--- config.mk ---
export PLATFORM = sky130hd
export DESIGN_NAME = operand_forward_unit
export DESIGN_NICKNAME = d
export VERILOG_FILES = /design/src/rtl/pipe_pkg.sv /design/src/rtl/fwd_select.sv /design/src/rtl/operand_forward_unit.sv
export SDC_FILE = /design/constraint.sdc
export NUM_CORES = 1
export LEC_CHECK = 0
export CORE_MARGIN = 4
export CORE_UTILIZATION = 39
export DETAILED_ROUTE_END_ITERATION = 8
export PLACE_DENSITY = 0.88
export SLEW_MARGIN = 20
export SYNTH_ARGS = -nofsm -noshare
export SYNTH_HDL_FRONTEND = slang
export SYNTH_SLANG_ARGS = --single-unit
--- constraint.sdc ---
create_clock -name clk -period 6.8 [get_ports clk]
set_clock_uncertainty 0.15 [all_clocks]
set_input_delay 1.36 -clock clk [delete_from_list [all_inputs] [get_ports clk]]
set_output_delay 1.36 -clock clk [all_outputs]
set_load 0.02 [all_outputs]
--- src/rtl/pipe_pkg.sv ---
// Shared constants for the pipeline forwarding logic: default widths and the regfile select code.
package pipe_pkg;
  localparam int XLEN_DEF   = 32;
  localparam int REG_AW_DEF = 5;
  localparam int FWD_RF     = 0;
  // tag-entry fields: valid, write-enable, rd, latency
  localparam int TAG_V_W    = 1;
  localparam int TAG_WE_W   = 1;

  function automatic int latWidth(input int maxLat);
    return $clog2(maxLat + 1);
  endfunction
endpackage

--- src/rtl/fwd_select.sv ---
// Per-operand youngest-match priority encoder and data mux over the post-EX tag pipe.
module fwd_select
  import pipe_pkg::*;
#(
  parameter int XLEN   = XLEN_DEF,
  parameter int REG_AW = REG_AW_DEF,
  parameter int DEPTH  = 2,
  parameter int LAT_W  = 2,
  parameter int SEL_W  = 2
) (
  input  logic [REG_AW-1:0]       rs,
  input  logic [DEPTH-1:0]        tagV,
  input  logic [DEPTH-1:0]        tagWe,
  input  logic [DEPTH*REG_AW-1:0] tagRd,
  input  logic [DEPTH*LAT_W-1:0]  tagLat,
  input  logic [XLEN-1:0]         rfData,
  input  logic [DEPTH*XLEN-1:0]   stageData,
  output logic [XLEN-1:0]         opnd,
  output logic [SEL_W-1:0]        fwdSel,
  output logic                    hazard
);
  logic found;

  // Only the youngest match is considered; an unready one blocks older ready ones.
  always_comb begin
    opnd   = rfData;
    fwdSel = SEL_W'(FWD_RF);
    hazard = 1'b0;
    found  = 1'b0;
    for (int k = 1; k <= DEPTH; k++) begin
      if (!found && tagV[k-1] && tagWe[k-1] && (rs != '0) &&
          (tagRd[(k-1)*REG_AW +: REG_AW] == rs)) begin
        found = 1'b1;
        if (k >= int'(tagLat[(k-1)*LAT_W +: LAT_W])) begin
          opnd   = stageData[(k-1)*XLEN +: XLEN];
          fwdSel = SEL_W'(k);
        end else begin
          hazard = 1'b1;
        end
      end
    end
  end
endmodule

--- src/rtl/operand_forward_unit.sv ---
// EX-stage operand forwarding and hazard unit: tag shift pipe, per-operand selectors, stall and counters.
module operand_forward_unit
  import pipe_pkg::*;
#(
  parameter int XLEN    = XLEN_DEF,
  parameter int REG_AW  = REG_AW_DEF,
  parameter int NUM_SRC = 2,
  parameter int DEPTH   = 2,
  parameter int MAX_LAT = 2,
  parameter int CNT_W   = 16,
  localparam int LAT_W  = $clog2(MAX_LAT + 1),
  localparam int SEL_W  = $clog2(DEPTH + 1)
) (
  input  logic                      clk,
  input  logic                      rst_n,
  input  logic                      ex_valid,
  input  logic                      ex_flush,
  input  logic                      ex_we,
  input  logic [REG_AW-1:0]         ex_rd,
  input  logic [LAT_W-1:0]          ex_lat,
  input  logic [NUM_SRC*REG_AW-1:0] ex_rs,
  input  logic [NUM_SRC*XLEN-1:0]   rf_data,
  input  logic [DEPTH*XLEN-1:0]     stage_data,
  output logic [NUM_SRC*XLEN-1:0]   opnd,
  output logic [NUM_SRC*SEL_W-1:0]  fwd_sel,
  output logic                      stall,
  output logic [CNT_W-1:0]          stall_cnt,
  output logic [CNT_W-1:0]          fwd_cnt
);
  logic [DEPTH-1:0]        tagV;
  logic [DEPTH-1:0]        tagWe;
  logic [DEPTH*REG_AW-1:0] tagRd;
  logic [DEPTH*LAT_W-1:0]  tagLat;
  logic [NUM_SRC-1:0]      hazard;
  logic                    anyFwd;

  for (genvar i = 0; i < NUM_SRC; i++) begin : gSrc
    fwd_select #(
      .XLEN(XLEN), .REG_AW(REG_AW), .DEPTH(DEPTH), .LAT_W(LAT_W), .SEL_W(SEL_W)
    ) uSel (
      .rs       (ex_rs[i*REG_AW +: REG_AW]),
      .tagV     (tagV),
      .tagWe    (tagWe),
      .tagRd    (tagRd),
      .tagLat   (tagLat),
      .rfData   (rf_data[i*XLEN +: XLEN]),
      .stageData(stage_data),
      .opnd     (opnd[i*XLEN +: XLEN]),
      .fwdSel   (fwd_sel[i*SEL_W +: SEL_W]),
      .hazard   (hazard[i])
    );
  end

  assign stall  = ex_valid & ~ex_flush & (|hazard);
  assign anyFwd = ex_valid & ~stall & (|fwd_sel);

  always_ff @(posedge clk or negedge rst_n) begin
    if (!rst_n) begin
      tagV      <= '0;
      tagWe     <= '0;
      tagRd     <= '0;
      tagLat    <= '0;
      stall_cnt <= '0;
      fwd_cnt   <= '0;
    end else begin
      // A stalled or flushed EX instruction leaves a bubble behind in stage 1.
      tagV[0]              <= ex_valid & ~ex_flush & ~stall;
      tagWe[0]             <= ex_we;
      tagRd[0 +: REG_AW]   <= ex_rd;
      tagLat[0 +: LAT_W]   <= ex_lat;
      for (int k = 1; k < DEPTH; k++) begin
        tagV[k]                   <= tagV[k-1];
        tagWe[k]                  <= tagWe[k-1];
        tagRd[k*REG_AW +: REG_AW] <= tagRd[(k-1)*REG_AW +: REG_AW];
        tagLat[k*LAT_W +: LAT_W]  <= tagLat[(k-1)*LAT_W +: LAT_W];
      end
      if (stall && (stall_cnt != '1)) stall_cnt <= stall_cnt + 1'b1;
      if (anyFwd && (fwd_cnt != '1)) fwd_cnt <= fwd_cnt + 1'b1;
    end
  end
endmodule

* Word level (Yosys, flattened, before mapping) *
Index checks and enable logic that the tools add are counted.

word-level totals
  register bits after elaboration = 50
  input bits = 150
  logic and storage cells = 68

cells by class
  $add $sub $neg = 2
  magnitude comparators = 2
  equality and inequality tests = 6
  muxes and demuxes = 24
  bitwise logic cells = 7
  reduce and logical (&&, ||, !) cells = 21

operators by type and width
  operator                                                              count
  32-bit two-way mux                                                    8
  16-bit by 1-bit adder with 16-bit output, second input constant       2
  16-bit inequality test, second input constant                         2
  5-bit == test                                                         4
  1-bit logical AND                                                     15
  2-bit two-way mux                                                     6
  1-bit two-way mux                                                     10
  5-bit nonzero test                                                    2
  1-bit AND                                                             5
  4-bit OR reduction                                                    1
  1-bit by 2-bit >= comparator with 1-bit output, first input constant  1
  2-bit >= comparator, first input constant                             1
  1-bit zero test                                                       2
  1-bit inverter                                                        2
  2-bit OR reduction                                                    1

* Logic depth before layout (Yosys ltp) *
  depth in word-level cells = 16
  depth in mapped cells = 10

* Hierarchy *
A second synthesis with hierarchy kept.

unflattened totals
  cell total of the unflattened synthesis = 442
  area total of the unflattened synthesis = 3817.4 um^2

modules (own cells, without submodules)
  module                instances  cells an instance  area each (um^2)  sequential area each (um^2)
  operand_forward_unit  1          172                2115.8            1251.2
  fwd_select            2          135                850.8             0.0

* Least setup slack after synthesis *
OpenSTA, ideal clock, no wires.

  path type = input to output
  start = input port ex_rs[1]
  end = output port opnd[22]
  arrival time = 3.254 ns
  data required time = 5.290 ns
  slack = 2.036 ns
  stages on the path = 7
  path buffers = 1
  cells stage by stage = xnor2_1 nand4_1 or3b_2 nor2_1 buf_2 mux2i_1 a21oi_1

on the way
  cells in the longest elaborated chain, start to end = 10
  elaborated cells on any way between the ends = 14
  classes of those cells = eq/ne (2); mux (4); reduce/logical (8)

ends and longest elaborated chain
  element                         RTL line                    source
  start: declaration              operand_forward_unit.sv:21  input logic [NUM_SRC*REG_AW-1:0] ex_rs,
  5-bit nonzero test              fwd_select.sv:31            if (!found && tagV[k-1] && tagWe[k-1] && (rs != '0) &&
  1-bit logical AND (2 in a row)  fwd_select.sv:31
  1-bit two-way mux               fwd_select.sv:31
  1-bit zero test                 fwd_select.sv:31
  1-bit logical AND (4 in a row)  fwd_select.sv:31
  32-bit two-way mux *            fwd_select.sv:31
  end: declaration                operand_forward_unit.sv:24  output logic [NUM_SRC*XLEN-1:0] opnd,

Every way passes the cells marked *; elsewhere a longest branch is shown, timed or not.

* Final worst setup path *
  start = input port ex_rs[5]
  end = output port opnd[36]

Same word-level chain as after synthesis.

==> impl_metrics.yaml <==
run_status:
  outcome: "finished clean"
yosys:
  netlist.area_leader.share_pct: 34.0
  synthFlopType: "dfrtp_1"
  synthSimpleGateAreaFrac_pct: 20.4
  async_flop_share_pct: 100
  yosysSeqAreaShare_pct: 34.0
  synthAdderAreaFrac_pct: 0.680
  yosys_warnings: 0
  synth_compound_area_share_pct: 10.8
  synth_top_area_cell: "dfrtp_1"
  syn_avg_cell_area_um2: 8.60
  synth.area.top_cells: "dfrtp_1 34%, mux2i_1 17%, a21oi_1 8.8%"
  synth_fp_nets: 580
  synthesis.area_um2: 3680
  synthXorXnorAreaFrac_pct: 11.4
  synth.area.mux_share_pct: 19.0
  synth_seq_cells: 50
  synth_edf_count: 0
  syn_inst: 428
  synth_top_family_by_area: "simple AND/OR/NAND/NOR gates"
  ys_types: 45
worst_hold_path:
  hp-class: "reg2reg"
  holdCritStartpoint: "tagLat[0]"
  hold_end: "tagLat[2]"
  hold_depth: 0
clocking:
  htree_levels: 2
  postCtsHoldBufs: 0
  cts_root_buf: "clkbuf_8"
  cts.clk_slew.worst_paths_ns: 0.09
  cts_resized: 0
  cts_tree: "yes"
  clock-sinks: 50
  cts_buffers: 5
  clock_path_buffers: 2
  cts_setup_buffers: 0
  clock_latency_ns: 0.30
sta:
  fmax_mhz: 167
  rsz0062_at_grt: "false"
  setup_slack_ns: 0.798
  hold_slack_ns: 0.214
  max_slew_margin_pct: 56.6
  period_minus_slack_ns: 6.00
  setup_tns_ns: 0
  drv_slew: 0
  setup_viol: 0
  fin_crit_sh_pct: 88.3
  tightest_slew_ns: 0.650
  finalHoldViolCount: 0
worst_setup_path:
  crit_fanout: 38
  critical-path-max-stage-delay_ns: 0.64
  critPathKind: "in2out"
  reg2reg_from: "tagRd[3]"
  r2r_setup_slack_ns: 3.57
  cpMostUsedCell: "clkdlybuf4s50_1"
  crit_chain: "clkdlybuf4s50_1 -> or4_1 -> nor2_1 -> or3_1 -> nand3_2 -> buf_12 -> a21oi_1 -> clkdlybuf4s50_1"
  cp-end-kind: "primary output"
  cp-start-kind: "input pin"
  reg2regPathDepth: 9
  cp_slowest_cell: "clkdlybuf4s50_1"
  worstPathArrival_ns: 4.49
  worstReg2RegEnd: "fwd_cnt[14]"
  cp.required_ns: 5.29
placement:
  gp_congestion: 0.908
  dp_cells: 771
  io_buffers: 250
  pre_cts_slack_ns: 0.801
  dp_hpwl_mm: 11.9
  dpl_cell_area_um2: 6290
final_layout:
  stdcell_count: 780
  fin_area_um2: 6380
  fillers: 722
  nets: 819
  syn_to_final_growth_pct: 73.2
  final_layout_size_suffix_gt1_share_pct: 4.94
global_routing:
  grt_pass1_wl_mm: 22.5
  gr-total-overflow: 0
  grt_pass1_vias: 4124
  grt_max_degree: 66
  grtUsageTotal_pct: 25.1
  antenna_found_initial: 1
detailed_routing:
  drt-initial-drc-count: 210
  vias_per_cell: 5.29
  wire_per_inst_um: 18.7
  drcViolationCount: 0
  antenna_left: 0
  routed-via-count: 4130
  wirelength_mm: 14.5
  firstDrtPassIters: 4
pwr:
  powerDensity_nw_per_um2: 112
  ir_worst_vdd_mv: 0.151
  p_leak_nw: 2.54
floorplan:
  dieArea_um2: 11100
  die_w_um: 105
  core-area_um2: 9200
  initial_core_util_pct: 40.0
  boundaryPins: 251
  dieHeight_um: 105
  rows: 35
flow_run:
  drv_cap: 0
[cell families after synthesis]
logic type | Yosys count
AOI/OAI and AO/OA | 71
xor gates and xnor gates | 47
and+or+nand+nor | 157
adders and majority gates | 2
buffers and inverters | 32
muxes | 69
DFF | 50
[registers in the layout, summed over array words and instances, names as in the netlist]
signal / count
stall_cnt: 16
tagRd: 10
tagWe: 2
tagV: 2
tagLat: 4
fwd_cnt: 16
[synthesized netlist by cell type, types with 2 or more instances]
cell type  count
a21oi_1       65
and2b_2        2
and3_1         4
and3_2         2
buf_1          3
buf_2          6
clkbuf_1      11
dfrtp_1       50
ha_1           2
inv_1         10
mux2_1         3
mux2i_1       64
nand2_1       18
nand2b_1       2
nand3_1       16
nand4_1        6
nor2_1        77
nor3_1        12
nor4_1         5
xnor2_1       26
xor2_1        20
[worst max-delay path by stage]
stage                         from       end  slack, ns  cells past startpoint
after floorplan           ex_rs[1]  opnd[22]       2.04                      7
after global placement    ex_rs[3]  opnd[25]       0.95                      9
after detailed placement  ex_rs[5]  opnd[36]       0.80                      8
after CTS                 ex_rs[5]  opnd[36]       0.80                      8
after global routing      ex_rs[5]  opnd[53]       0.59                      8
final                     ex_rs[5]  opnd[36]       0.80                      8
[worst max-delay path, delay by kind of cell]
family                 cells  cell delay, ns
buffers and inverters      3            1.49
and+or+nand+nor            4            1.42
AOI/OAI and AO/OA          1            0.19
[cell type report]
cell class                      count  area (µm²)  share of cell area, %
Clock inverter                      2        13.8                  0.216
Tap cell                          111         139                   2.18
Sequential cell                    50        1250                   19.6
Antenna cell                        1        2.50                 0.0392
Timing Repair Buffer              254        2550                   40.1
Clock buffer                        6        72.6                   1.14
Inverter                           10        37.5                  0.588
Multi-Input combinational cell    346        2310                   36.2
[cells in the final DEF (no fill, tap or decap), drive strengths merged, types with 6 or more instances in the layout]
cell / Yosys / final
clkdlybuf4s50: 0 / 249
nor2: 78 / 78
a21oi: 65 / 65
mux2i: 64 / 64
dfrtp: 50 / 50
xnor2: 27 / 27
xor2: 20 / 20
nand2: 19 / 19
nand3: 16 / 16
nor3: 12 / 12
inv: 10 / 10
nand4: 7 / 7
clkbuf: 11 / 6
and3: 6 / 6
[metal layers]
layer	routed length, µm	track usage [%]	part of all wire (%)
met1	5500	29.3	38
met2	7620	45.5	52
met3	1050	5.93	7.2
met4	379	7.22	2.6
met5	0	0	0
[power by group]
part	switching, mW	internal [mW]	leakage [nW]	total (mW)
sequential	0.00862	0.305	0.643	0.314
clock	0.0957	0.0727	0.0452	0.168
combinational	0.0928	0.141	1.85	0.233
[per-stage QoR]
stage	total power [mW]	utilization [%]
floorplan	0.393	-
global route	0.747	69.4
CTS	0.720	69.3
finish	0.716	69.4
detailed placement	0.553	68.4
global placement	0.548	68.4
No activity file was read; power rests on OpenSTA's default activity.
